### config.mk
export PLATFORM = sky130hd
export DESIGN_NAME = spi_mnrch_16
export DESIGN_NICKNAME = d
export VERILOG_FILES = /design/src/rtl/spi_mnrch_16.sv
export SDC_FILE = /design/constraint.sdc
export NUM_CORES = 1
export LEC_CHECK = 0
export ABC_AREA = 1
export BUFFER_PORTS_ARGS = -buffer_cell sky130_fd_sc_hd__buf_4
export CAP_MARGIN = 20
export CORE_MARGIN = 10
export CORE_UTILIZATION = 47
export CTS_CLUSTER_SIZE = 40
export DETAILED_ROUTE_END_ITERATION = 16
export GPL_ROUTABILITY_DRIVEN = 0
export PLACE_DENSITY = 0.74
export SYNTH_ARGS = -nofsm -noshare
export SYNTH_HDL_FRONTEND = slang
export SYNTH_SLANG_ARGS = --single-unit
### constraint.sdc
create_clock -name clk -period 1.55 [get_ports clk]
set_input_delay 0.2325 -clock clk [delete_from_list [all_inputs] [get_ports clk]]
set_output_delay 0.2325 -clock clk [all_outputs]
set_load 0.05 [all_outputs]
### src/rtl/spi_mnrch_16.sv
// spi_mnrch_16: 16-bit SPI master, mode 3, for the inertial sensor link.
// One wrt launches one full-duplex frame; rsp/done hold until the next wrt.
module spi_mnrch_16 #(
  parameter int DIV_W = 5
) (
  input  logic        clk,
  input  logic        rst,
  input  logic        wrt,
  input  logic [15:0] cmd,
  output logic        done,
  output logic [15:0] rsp,
  output logic        SS_n,
  output logic        SCLK,
  output logic        MOSI,
  input  logic        MISO
);

  localparam logic [1:0] IDLE  = 2'd0;
  localparam logic [1:0] FRONT = 2'd1;
  localparam logic [1:0] SHIFT = 2'd2;
  localparam logic [1:0] BACK  = 2'd3;

  localparam logic [DIV_W-1:0] DIV_IDLE =
    {2'b10, {(DIV_W-2){1'b1}}};
  localparam logic [DIV_W-1:0] DIV_RISE =
    {1'b0, {(DIV_W-1){1'b1}}};
  localparam logic [DIV_W-1:0] DIV_FALL = '1;

  logic [1:0]       state;
  logic [DIV_W-1:0] sclk_div;
  logic [15:0]      shft_reg;
  logic [4:0]       bit_cnt;
  logic             smpl;
  logic             rise_imm;
  logic             fall_imm;

  assign rise_imm = (sclk_div == DIV_RISE);
  assign fall_imm = (sclk_div == DIV_FALL);

  assign SCLK = sclk_div[DIV_W-1];
  assign MOSI = shft_reg[15];
  assign rsp  = shft_reg;

  always_ff @(posedge clk) begin
    if (rst) begin
      state    <= IDLE;
      sclk_div <= DIV_IDLE;
      shft_reg <= '0;
      bit_cnt  <= '0;
      smpl     <= 1'b0;
      done     <= 1'b0;
      SS_n     <= 1'b1;
    end else begin
      unique case (state)
        IDLE: begin
          sclk_div <= DIV_IDLE;
          if (wrt) begin
            shft_reg <= cmd;
            done     <= 1'b0;
            bit_cnt  <= '0;
            SS_n     <= 1'b0;
            sclk_div <= DIV_IDLE + 1'b1;
            state    <= FRONT;
          end
        end
        FRONT: begin
          sclk_div <= sclk_div + 1'b1;
          if (fall_imm)
            state <= SHIFT;
        end
        SHIFT: begin
          sclk_div <= sclk_div + 1'b1;
          if (rise_imm) begin
            smpl <= MISO;
            if (bit_cnt == 5'd15)
              state <= BACK;
          end
          if (fall_imm) begin
            shft_reg <= {shft_reg[14:0], smpl};
            bit_cnt  <= bit_cnt + 5'd1;
          end
        end
        BACK: begin
          // Final shift ends the frame with SCLK parked high.
          if (fall_imm) begin
            shft_reg <= {shft_reg[14:0], smpl};
            bit_cnt  <= bit_cnt + 5'd1;
            SS_n     <= 1'b1;
            done     <= 1'b1;
            sclk_div <= DIV_IDLE;
            state    <= IDLE;
          end else begin
            sclk_div <= sclk_div + 1'b1;
          end
        end
      endcase
    end
  end

endmodule

* Yosys cells after proc, flatten, opt, wreduce, memory -nomap -nowiden *
Cells that the tools add are included.

storage, ports and cells
  register bits = 31
  input port bits = 20
  word-level logic and storage cells = 48

cells by class
  add/subtract/negate cells = 2
  eq/ne operators = 12
  muxes and demuxes = 18
  reduce and logical (&&, ||, !) cells = 9

operator list
  kind                                                                      count
  16-bit 2-to-1 mux                                                         2
  16-bit one-hot mux with 2 select lines                                    1
  5-bit 2-to-1 mux                                                          3
  5-bit one-hot mux with 3 select lines                                     1
  5-bit by 1-bit adder with 5-bit output (second input constant)            2
  5-bit by 4-bit equality test with 1-bit output (second input constant)    2
  2-bit 2-to-1 mux                                                          5
  2-bit inequality test (second input constant)                             5
  5-bit one-hot mux with 2 select lines                                     1
  2-bit one-hot mux with 4 select lines                                     1
  3-bit AND reduction                                                       2
  5-bit equality test (second input constant)                               1
  5-bit AND reduction                                                       1
  2-bit equality test (second input constant)                               2
  4-bit 2-to-1 mux                                                          1
  2-bit nonzero test                                                        2
  2-bit OR reduction                                                        2
  2-bit by 1-bit equality test with 1-bit output (second input constant)    1
  2-bit zero test                                                           1
  1-bit 2-to-1 mux                                                          2
  2-bit by 1-bit inequality test with 1-bit output (second input constant)  1
  1-bit one-hot mux with 2 select lines                                     1
  2-bit AND reduction                                                       1

* Logic depth before layout (Yosys ltp) *
  depth in word-level cells = 4
  mapped depth = 11
  mapped depth without buffers = 11

* Worst setup path before layout *
Ideal clock, no wire load.

  path kind = reg2reg
  start point = register sclk_div[4]
  end point = register bit_cnt[2]
  setup time = 0.131 ns
  data arrival time = 1.516 ns
  data required time = 1.419 ns
  setup slack = -0.097 ns
  stages on the path, launching flop included = 8
  buffers on the path = 1
  clock period less this slack = 1.647 ns
  path through = dfxtp_1 > ha_1 > inv_1 > nand2_1 > nand3_2 > buf_2 > nand2_1 > a21oi_2

between the ends
  longest elaborated chain between the ends = 3

ends and longest elaborated chain
  what                                                               line  source
  start: declaration                                                 30    logic [DIV_W-1:0] sclk_div;
  start signal: assignment                                           62    sclk_div <= DIV_IDLE + 1'b1;
  start signal: assignment                                           67    sclk_div <= sclk_div + 1'b1;
  start signal: assignment                                           72    sclk_div <= sclk_div + 1'b1;
  5-bit equality test                                                38    assign fall_imm = (sclk_div == DIV_FALL);
  2-bit by 1-bit inequality test with 1-bit output (no source line)  -
  3-bit AND reduction (no source line)                               -
  end signal: assignment                                             80    bit_cnt <= bit_cnt + 5'd1;
  end signal: assignment                                             87    bit_cnt <= bit_cnt + 5'd1;
  end: declaration                                                   32    logic [4:0] bit_cnt;

Every way passes these cells.
A chain may end at the register's enable or synchronous reset.

* Final worst setup path *
  start point = register sclk_div[1]
  end point = register bit_cnt[1]

Same word-level chain as after synthesis.

==> flow_summary.json <==
{
  "synthAdderAreaFrac_pct": 8.30,
  "maxSlewViolCount": 0,
  "synth_area_sq_mm": 0.00166,
  "yosys.area_share.xor_xnor_pct": 0.528,
  "max_slew_margin_pct": 73.6,
  "antenna_cells": 0,
  "tightestPinTransition_ns": 0.397,
  "fmax_mhz": 609,
  "fillers": 284,
  "cp-end-kind": "flip-flop",
  "critPathRequiredTime_ns": 1.80,
  "yosys-top-cells-area": "dfxtp_1 37%, nand2_1 24%, ha_1 8.3%, a21oi_1 6.6%, inv_1 3.8%",
  "synth_edf_count": 0,
  "io_buffers": 39,
  "power_density_mw_per_mm2": 2210,
  "vias": 1788,
  "drt_first_pass_iters": 4,
  "path_class": "reg2reg",
  "ys_seq_elements": 31,
  "peakVddDrop_mv": 1.03,
  "status": "finished with violations",
  "cp-start-kind": "flip-flop",
  "overflow": 0,
  "synth-warning-count": 0,
  "dieArea_sq_mm": 0.00631,
  "core_sq_mm": 0.00336,
  "dieHeight_um": 79.4,
  "syn_inst": 247,
  "ant_nets": 0,
  "drive_gt1_share_pct": 38.8,
  "syn_to_final_growth_pct": 49.0,
  "wl_per_cell_um": 13.7,
  "syn_nets": 278,
  "ys.flop_type": "dfxtp_1",
  "cts_tree": "built",
  "final-hold-violation-count": 0,
  "maxCapViolations": 0,
  "grt_usage_pct": 15.2,
  "fin_worst_skew_ns": 0.00950,
  "cts-root-buf": "clkbuf_4",
  "cts_buffer_depth": 2,
  "yosysMostFrequentCell": "nand2_1",
  "fin_crit_sh_pct": 106,
  "power_mw": 5.45,
  "finalCriticalPeriod_ns": 1.64,
  "syn_avg_cell_area_sq_um": 6.72,
  "synth-async-reset-ratio_pct": 0,
  "finalSetupViolCount": 22,
  "placementRows": 21,
  "r2r_setup_slack_ns": -0.09,
  "p_leak_nw": 1.18,
  "rsz0062_at_grt": "yes",
  "crit_end": "bit_cnt[1]",
  "start_util_pct": 49.3,
  "die_x_um": 79.4,
  "fin_ws_ns": -0.0913,
  "hold_buffers": 0,
  "timing.hold.ws_ns": 0.177,
  "htree_levels": 2,
  "cp.arrival_ns": 1.89,
  "cts_sinks": 31,
  "reg2reg_to": "bit_cnt[1]",
  "antenna_found_initial": 0,
  "cp_cell_sequence": "ha_4 -> nand3_4 -> inv_4 -> ha_4 -> inv_4 -> nand2_4 -> nand2_4 -> nor2_4 -> buf_12 -> buf_12 -> nand2_1 -> o21ai_1 -> nor2_1",
  "grt_pass1_wl_um": 7830,
  "synth_top_family_by_area": "simple AND/OR/NAND/NOR gates",
  "grt_max_degree": 24,
  "drtIter0Drc": 125,
  "nets": 339,
  "dpl_cell_area_sq_mm": 0.00212,
  "first_global_vias": 1760,
  "synth-simple-area-share_pct": 34.2,
  "cts_buffers": 5,
  "clock_latency_ns": 0.34,
  "cts.clk_slew.worst_paths_ns": 0.10,
  "final_cell_area_sq_mm": 0.00247,
  "critical_path.max_stage_delay_ns": 0.36,
  "hp-class": "in2reg",
  "violations": "setup timing",
  "synth_compound_area_share_pct": 11.6,
  "synth_top_area_cell": "dfxtp_1",
  "ys_seq_area_share_pct": 37.4,
  "synthMuxAreaShare_pct": 0,
  "critPathLaunch": "sclk_div[1]",
  "rr_worst_depth": 13,
  "synth_commonest_cells": "106 x nand2_1, 31 x dfxtp_1, 22 x a21oi_1",
  "cp_max_fo": 5,
  "reg2reg_from": "sclk_div[1]",
  "drc": 0,
  "synth_top_cell_area_share_pct": 37.4,
  "dp_hpwl_um": 3070,
  "wl_um": 4850,
  "synthDistinctLibCells": 23,
  "slowest_stage": "dfxtp_2",
  "avgViaCountPerCell": 5.04,
  "ios": 40
}
[metal layers]
layer | global-route usage (%) | share of wire [%] | vias up
li1 | - | - | 902
met1 | 17.8 | 43 | 827
met2 | 24.8 | 50 | 48
met3 | 5.52 | 5.1 | 11
met4 | 5.73 | 2.0 | 0
met5 | 0 | 0 | -
[area by class of cell]
class	count	area, sq um	area share (%)
multi-input combinational	187	1060	43.1
tap	46	57.6	2.33
timing repair buffer	64	561	22.7
sequential	31	627	25.4
inverter	19	76.3	3.09
clock inverter	2	35.0	1.42
clock buffer	6	51.3	2.07
[per-stage QoR]
stage	util [%]	instances	setup WS [ns]	TNS, ns
2_1_floorplan	-	247	0.00167	0
3_3_place_gp	63.1	340	-0.0526	-0.289
3_5_place_dp	63.1	340	-0.105	-1.25
4_1_cts	70.4	355	-0.0123	-0.0287
5_1_grt	73.5	355	-0.188	-2.69
6_report	73.5	355	-0.0913	-0.786
[worst min-delay path by stage]
stage / start / end / cells past startpoint
after global routing: MISO / smpl / 3
after global placement: SS_n / SS_n / 2
final: MISO / smpl / 3
after CTS: MISO / smpl / 3
after floorplan: rst / sclk_div[4] / 2
after detailed placement: SS_n / SS_n / 2
[cells by family after synthesis]
kind of cell / after synthesis
and+or+nand+nor: 139
AOI/OAI and AO/OA: 36
DFF: 31
buffers and inverters: 29
xor gates and xnor gates: 1
adders and majority gates: 11
[what timing repair did]
action                     CTS  global route
gates cloned                 3             0
pin swaps                    6            12
setup endpoints to repair   21            23
buffers inserted             4             1
gates resized for setup     18            31
[placed cells by master (no fill, tap or decap)]
cell	netlist	layout
buf_16	0	2
inv_4	0	2
o21ai_1	0	2
nand2_2	6	14
ha_2	0	1
o21ai_0	10	8
nand2_1	106	94
bufinv_16	0	1
nand4_1	2	2
dfxtp_2	0	5
inv_1	17	15
clkinv_2	0	1
nor2_2	0	1
clkbuf_8	0	1
xor2_1	1	1
nand3_2	1	1
nor3_1	1	1
nor2_1	14	13
nand2_4	0	4
nor2_4	1	1
o221ai_1	1	1
a21oi_1	22	11
o211ai_1	1	1
dfxtp_1	31	26
buf_12	0	2
ha_1	11	7
a21oi_2	1	12
buf_6	2	4
buf_4	1	56
clkbuf_4	0	5
nand3_4	0	2
a21boi_0	1	1
inv_2	2	2
ha_4	0	3
nand3_1	8	6
[flip-flops by register name, indices dropped and copies added, names as in the netlist]
signal / flops
state: 2
rsp: 16
smpl: 1
bit_cnt: 5
sclk_div: 5
SS_n: 1
done: 1
[critical path, delay by kind of cell (launching register included)]
kind            cells  cell delay [ns]
simple gates        6             0.43
flops               1             0.36
buf+inv             4             0.37
fa+ha+maj           2             0.29
compound gates      1             0.08
[power breakdown]
part	switching [mW]	internal, mW	total [mW]	leakage, nW
combinational	2.05	1.40	3.45	0.878
clock	0.298	0.381	0.678	0.0482
sequential	0.236	1.09	1.32	0.255
total	2.58	2.87	5.45	1.18
Power figures use the tool's default switching activity.
